==> config.mk <==
export PLATFORM = sky130hd
export DESIGN_NAME = a2d_scanner
export DESIGN_NICKNAME = d
export VERILOG_FILES = /design/src/rtl/a2d_scanner.sv
export SDC_FILE = /design/constraint.sdc
export NUM_CORES = 1
export LEC_CHECK = 0
export CORE_MARGIN = 3
export CORE_UTILIZATION = 27
export DETAILED_ROUTE_END_ITERATION = 7
export GPL_TIMING_DRIVEN = 1
export SYNTH_ARGS = -nofsm -noshare
export SYNTH_HDL_FRONTEND = slang
export SYNTH_SLANG_ARGS = --single-unit
==> constraint.sdc <==
create_clock -name clk -period 9 [get_ports clk]
set_input_delay 2.7 -clock clk [delete_from_list [all_inputs] [get_ports clk]]
set_output_delay 2.7 -clock clk [all_outputs]
set_load 0.1 [all_outputs]
==> src/rtl/a2d_scanner.sv <==
// Round-robin SPI scanner for the ADC128S pot converter. Each channel is one
// command frame plus one read frame; results land in per-channel pot registers.
module a2d_scanner #(
    parameter int unsigned NUM_CH   = 8,
    parameter int unsigned SCLK_DIV = 32,
    parameter int unsigned SMOOTH   = 0
) (
    input  logic                 clk,
    input  logic                 rst,
    input  logic                 start,
    input  logic                 cont,
    output logic                 SS_n,
    output logic                 SCLK,
    output logic                 MOSI,
    input  logic                 MISO,
    output logic [NUM_CH*12-1:0] pots,
    output logic                 smpl_vld,
    output logic [2:0]           smpl_ch,
    output logic                 pass_done,
    output logic                 busy
);
    localparam int unsigned DW   = 12;
    localparam int unsigned CH_W = 3;
    localparam int unsigned HALF = SCLK_DIV / 2;
    localparam int unsigned PH_W = (HALF > 1) ? $clog2(HALF) : 1;
    localparam int unsigned HC_W = 6;
    localparam int unsigned TX_W = 16;

    // Frames span 34 half-periods (lead, 16 bit periods, tail); gaps span 2.
    localparam logic [HC_W-1:0] FRAME_LAST    = HC_W'(33);
    localparam logic [HC_W-1:0] GAP_LAST      = HC_W'(1);
    localparam logic [HC_W-1:0] LAST_BIT_HALF = HC_W'(31);
    localparam logic [PH_W-1:0] PH_LAST       = PH_W'(HALF - 1);
    localparam logic [CH_W-1:0] LAST_CH       = CH_W'(NUM_CH - 1);

    typedef enum logic [2:0] {IDLE, CMD, GAP1, RD, GAP2} state_t;

    state_t            state, state_nxt;
    logic [PH_W-1:0]   ph, ph_nxt;
    logic [HC_W-1:0]   hc, hc_nxt;
    logic [CH_W-1:0]   ch, ch_nxt;
    logic [TX_W-1:0]   tx_sr, tx_nxt;
    logic [DW-1:0]     rx_sr, rx_nxt;
    logic [NUM_CH-1:0] first;

    logic ph_last, last, in_frame, frame_nxt;
    logic ss_n_nxt, sclk_nxt, mosi_nxt, busy_nxt, vld_nxt, pd_nxt;

    logic [DW-1:0]        cur_pot, new_pot;
    logic                 first_sel;
    logic signed [DW:0]   diff;

    // Sequencer: half-period counters drive SCLK, shifts and state changes.
    always_comb begin
        state_nxt = state;
        ph_nxt    = ph;
        hc_nxt    = hc;
        ch_nxt    = ch;
        tx_nxt    = tx_sr;
        rx_nxt    = rx_sr;
        busy_nxt  = busy;
        vld_nxt   = 1'b0;
        pd_nxt    = 1'b0;

        in_frame = (state == CMD) || (state == RD);
        ph_last  = (ph == PH_LAST);
        last     = ph_last && (hc == (in_frame ? FRAME_LAST : GAP_LAST));

        if (state != IDLE) begin
            if (ph_last) begin
                ph_nxt = '0;
                hc_nxt = hc + HC_W'(1);
            end else begin
                ph_nxt = ph + PH_W'(1);
            end
        end

        // Even half ending -> SCLK falls (next MOSI bit); odd -> SCLK rises (sample MISO).
        if (in_frame && ph_last && (hc <= LAST_BIT_HALF)) begin
            if (hc[0]) rx_nxt = {rx_sr[DW-2:0], MISO};
            else       tx_nxt = {tx_sr[TX_W-2:0], 1'b0};
        end

        case (state)
            IDLE: begin
                if (start || cont) begin
                    state_nxt = CMD;
                    ch_nxt    = '0;
                    busy_nxt  = 1'b1;
                    tx_nxt    = {2'b00, CH_W'(0), 11'b0};
                end
            end
            CMD: begin
                if (last) state_nxt = GAP1;
            end
            GAP1: begin
                if (last) begin
                    state_nxt = RD;
                    tx_nxt    = '0;
                end
            end
            RD: begin
                if (last) state_nxt = GAP2;
            end
            GAP2: begin
                if ((ph == '0) && (hc == '0)) begin
                    vld_nxt = 1'b1;
                    pd_nxt  = (ch == LAST_CH);
                end
                if (last) begin
                    if (ch != LAST_CH) begin
                        state_nxt = CMD;
                        ch_nxt    = ch + CH_W'(1);
                        tx_nxt    = {2'b00, ch + CH_W'(1), 11'b0};
                    end else if (cont) begin
                        state_nxt = CMD;
                        ch_nxt    = '0;
                        tx_nxt    = {2'b00, CH_W'(0), 11'b0};
                    end else begin
                        state_nxt = IDLE;
                        busy_nxt  = 1'b0;
                    end
                end
            end
            default: state_nxt = IDLE;
        endcase

        if (state_nxt != state) begin
            ph_nxt = '0;
            hc_nxt = '0;
        end

        frame_nxt = (state_nxt == CMD) || (state_nxt == RD);
        ss_n_nxt  = !frame_nxt;
        sclk_nxt  = !(frame_nxt && hc_nxt[0] && (hc_nxt < FRAME_LAST));
        mosi_nxt  = frame_nxt && tx_nxt[TX_W-1];
    end

    // Smoothing datapath for the channel being finished.
    always_comb begin
        cur_pot   = '0;
        first_sel = 1'b0;
        for (int i = 0; i < int'(NUM_CH); i++) begin
            if (ch == CH_W'(i)) begin
                cur_pot   = pots[i*DW +: DW];
                first_sel = first[i];
            end
        end
        diff = $signed({1'b0, rx_sr}) - $signed({1'b0, cur_pot});
        if ((SMOOTH == 0) || first_sel) new_pot = rx_sr;
        else                            new_pot = cur_pot + DW'(diff >>> SMOOTH);
    end

    always_ff @(posedge clk or posedge rst) begin
        if (rst) begin
            state     <= IDLE;
            ph        <= '0;
            hc        <= '0;
            ch        <= '0;
            tx_sr     <= '0;
            rx_sr     <= '0;
            first     <= '1;
            SS_n      <= 1'b1;
            SCLK      <= 1'b1;
            MOSI      <= 1'b0;
            pots      <= '0;
            smpl_vld  <= 1'b0;
            smpl_ch   <= '0;
            pass_done <= 1'b0;
            busy      <= 1'b0;
        end else begin
            state     <= state_nxt;
            ph        <= ph_nxt;
            hc        <= hc_nxt;
            ch        <= ch_nxt;
            tx_sr     <= tx_nxt;
            rx_sr     <= rx_nxt;
            SS_n      <= ss_n_nxt;
            SCLK      <= sclk_nxt;
            MOSI      <= mosi_nxt;
            smpl_vld  <= vld_nxt;
            pass_done <= pd_nxt;
            busy      <= busy_nxt;
            if (vld_nxt) begin
                smpl_ch <= ch;
                for (int i = 0; i < int'(NUM_CH); i++) begin
                    if (ch == CH_W'(i)) begin
                        pots[i*DW +: DW] <= new_pot;
                        first[i]         <= 1'b0;
                    end
                end
            end
        end
    end

endmodule

==> flow_metrics.tcl <==
set metrics [dict create \
    outcome "finished, final reports clean" \
    die_w_um 157.5 \
    hold_path_class "reg -> reg" \
    drive_above_1_share_pct 29.01 \
    die_area_mm2 0.02481 \
    setup_violations 0 \
    synthFlopType "dfrtp_1" \
    tightestPinTransition_ps 1051 \
    grt_usage_pct 12.10 \
    finalCriticalPeriod_ps 4761 \
    startpoint "SS_n$_DFF_PP1_" \
    start_kind "flip-flop" \
    cell_internal_pwr_mw 1.068 \
    fin_skew_ps 11.34 \
    layout.nets 558 \
    synth_area_mm2 0.006197 \
    path_delay_family "buffers and inverters" \
    slew_headroom_pct 29.68 \
    drt_pass1_iterations 4 \
    clk_pin_slew_ps 60 \
    num_vias 3837 \
    core-area_mm2 0.02216 \
    synthCells 438 \
    path_cells "clkdlybuf4s50_1" \
    ys.warnings.count 0 \
    timing.rr.end "SCLK$_DFF_PP1_" \
    overflow 0 \
    clkPwrFrac_pct 50.0 \
    slew_violations 0 \
    dp_hpwl_mm 10.04 \
    place_congestion 0.7558 \
    cp.arrival_ps 2060 \
    critPathBufInv 1 \
    place_inst 803 \
    crit_fanout 1 \
    cp.required_ps 6300 \
    final_cell_mix "dfrtp_1, clkdlybuf4s50_1, mux2_2, nor2_1, mux2_4" \
    max_freq_ghz 0.2100 \
    grt_antenna_before_repair 0 \
    ios 110 \
    cts_root_buf "clkbuf_16" \
    slowest_stage "clkdlybuf4s50_1" \
    finalHoldViolCount 0 \
    totalNegativeSetupSlack_ps 0 \
    swShare_pct 23.02 \
    ys_seq_area_share_pct 60.21 \
    stdcell_count 835 \
    viasPerCell 4.595 \
    grt_pass1_wl_mm 22.94 \
    vdd_ir_drop_max_v 0.0001095 \
    grt_pass1_vias 3914 \
    n_antenna_cell 0 \
    register_area_mm2 0.003731 \
    worstReg2RegStart "hc[0]$_DFF_PP0_" \
    start_util_pct 27.96 \
    layout_commonest_cell "dfrtp_1" \
    max_stage_delay_ps 1120 \
    hold_buffers 0 \
    ant_nets 0 \
    syn_area_per_cell_um2 14.15 \
    yosysUniqueCellTypes 42 \
    routedWlPerCell_um 17.28 \
    endpoint_kind "output port" \
    multi_input_area_mm2 0.002313 \
    grt_max_degree 84 \
    synth-edff-count 0 \
    dr.first_iter.drc_count 176 \
    rsz0062_at_grt "false" \
    r2r_slack_ps 6220 \
    htreeDepth 4 \
    power_frac_comb_pct 1.3 \
    endpoint "SS_n" \
    worstRegToRegCells 6 \
    power.share.sequential_pct 48.6 \
    cts_setup_buffers 0 \
    crit_type "reg -> out" \
    drc 0 \
    portBuffers 109 \
    cts_buffers 17 \
    cp_num_cells 1 \
    power.switching_mw 0.3193 \
    postSynth.asyncResetShare_pct 100.0 \
    fin_crit_sh_pct 52.90 \
    synth_nets 454 \
    cts.repair.resized 0 \
    cts_max_path_buffers 2 \
    die_y_um 157.5 \
    wl_mm 14.43 \
    cap_viol_max_count 0 \
    rows 54 \
    fillers 2168 \
    synth_seq_cells 149 \
    leakagePower_nw 3.785 \
    cts_tree "yes" \
    powerDensity_mw_per_mm2 170.5 \
    clock-sinks 149 \
    clkLatencyLatePin_ps 420 \
    syn2layout_area_growth_pct 31.31 \
]
-- routing by layer --
layer / up-vias / routed length, um / global-route usage, %
li1: 1730 / - / -
met1: 1981 / 6714 / 16.38
met2: 114 / 6783 / 19.03
met3: 12 / 754 / 3.327
met4: 0 / 177 / 3.595
met5: - / 0 / 0
-- worst min-delay path by stage --
stage	start	end	slack (ps)	cells past startpoint
final	pots[91]$_DFFE_PP0P_	pots[91]$_DFFE_PP0P_	510	1
after global routing	pots[11]$_DFFE_PP0P_	pots[11]$_DFFE_PP0P_	520	1
after CTS	pots[51]$_DFFE_PP0P_	pots[51]$_DFFE_PP0P_	510	1
after detailed placement	pots[51]$_DFFE_PP0P_	pots[51]$_DFFE_PP0P_	490	1
after global placement	pots[11]$_DFFE_PP0P_	pots[11]$_DFFE_PP0P_	490	1
after floorplan	tx_sr[15]$_DFF_PP0_	tx_sr[15]$_DFF_PP0_	480	2
-- final cells by class --
cell class / count / area share [%]
clock buffer: 17 / 5.228
multi-input combinational: 252 / 28.43
clock inverter: 15 / 1.983
inverter: 10 / 0.5228
sequential: 149 / 45.85
tap: 280 / 4.305
timing repair buffer: 112 / 13.68
-- kinds of logic after synthesis --
family	synth area share, %
AND/OR/NAND/NOR	7.350
XOR/XNOR	1.272
AO/OA/AOI/OAI	2.241
buffers and inverters	2.746
multiplexers	23.97
adder cells (fa/ha/maj)	2.221
flip-flops	60.21
-- flip-flops by register name, indices dropped and copies added, names as in the netlist --
name / count
pass_done: 1
smpl_ch: 3
tx_sr: 16
hc: 6
ch: 3
state: 3
ph: 4
MOSI: 1
pots: 96
new_pot: 12
smpl_vld: 1
SS_n: 1
SCLK: 1
busy: 1
-- through the flow --
stage | utilization (%) | total power [mW] | setup WS [ps] | hold slack [ps] | area [um2]
after detailed placement | 34.07 | 0.7070 | 4256 | 493.7 | 7551
final | 36.72 | 1.387 | 4239 | 506.3 | 8138
after global placement | 34.07 | 0.7059 | 4338 | 490.5 | 7551
after global routing | 36.72 | 1.444 | 4183 | 519.5 | 8138
after CTS | 36.72 | 1.411 | 4201 | 508.5 | 8138
after floorplan | - | 0.6993 | 2295 | 480.0 | 6197
-- cells in the mapped netlist (6+ instances only) --
library cell	n	area (um2)
o21ai_0	8	40.04
ha_1	11	137.6
inv_1	10	37.54
mux2_2	91	1025
dfrtp_1	147	3679
nor2_1	29	108.9
mux2_4	20	300.3
xor2_1	6	52.55
nand2_1	16	60.06
nor3_1	6	30.03
buf_1	11	41.29
mux2i_1	16	160.2
a21oi_1	6	30.03
nand3_1	6	30.03
buf_2	10	50.05
-- power groups by stage --
stage | clock network, mW | registers (mW) | logic [mW]
3_3_place_gp | 0 | 0.687 | 0.0187
5_1_grt | 0.747 | 0.675 | 0.0221
2_1_floorplan | 0 | 0.686 | 0.0133
6_report | 0.694 | 0.675 | 0.0184
3_5_place_dp | 0 | 0.687 | 0.0196
4_1_cts | 0.717 | 0.675 | 0.0196
(Power assumes the default switching activity.)
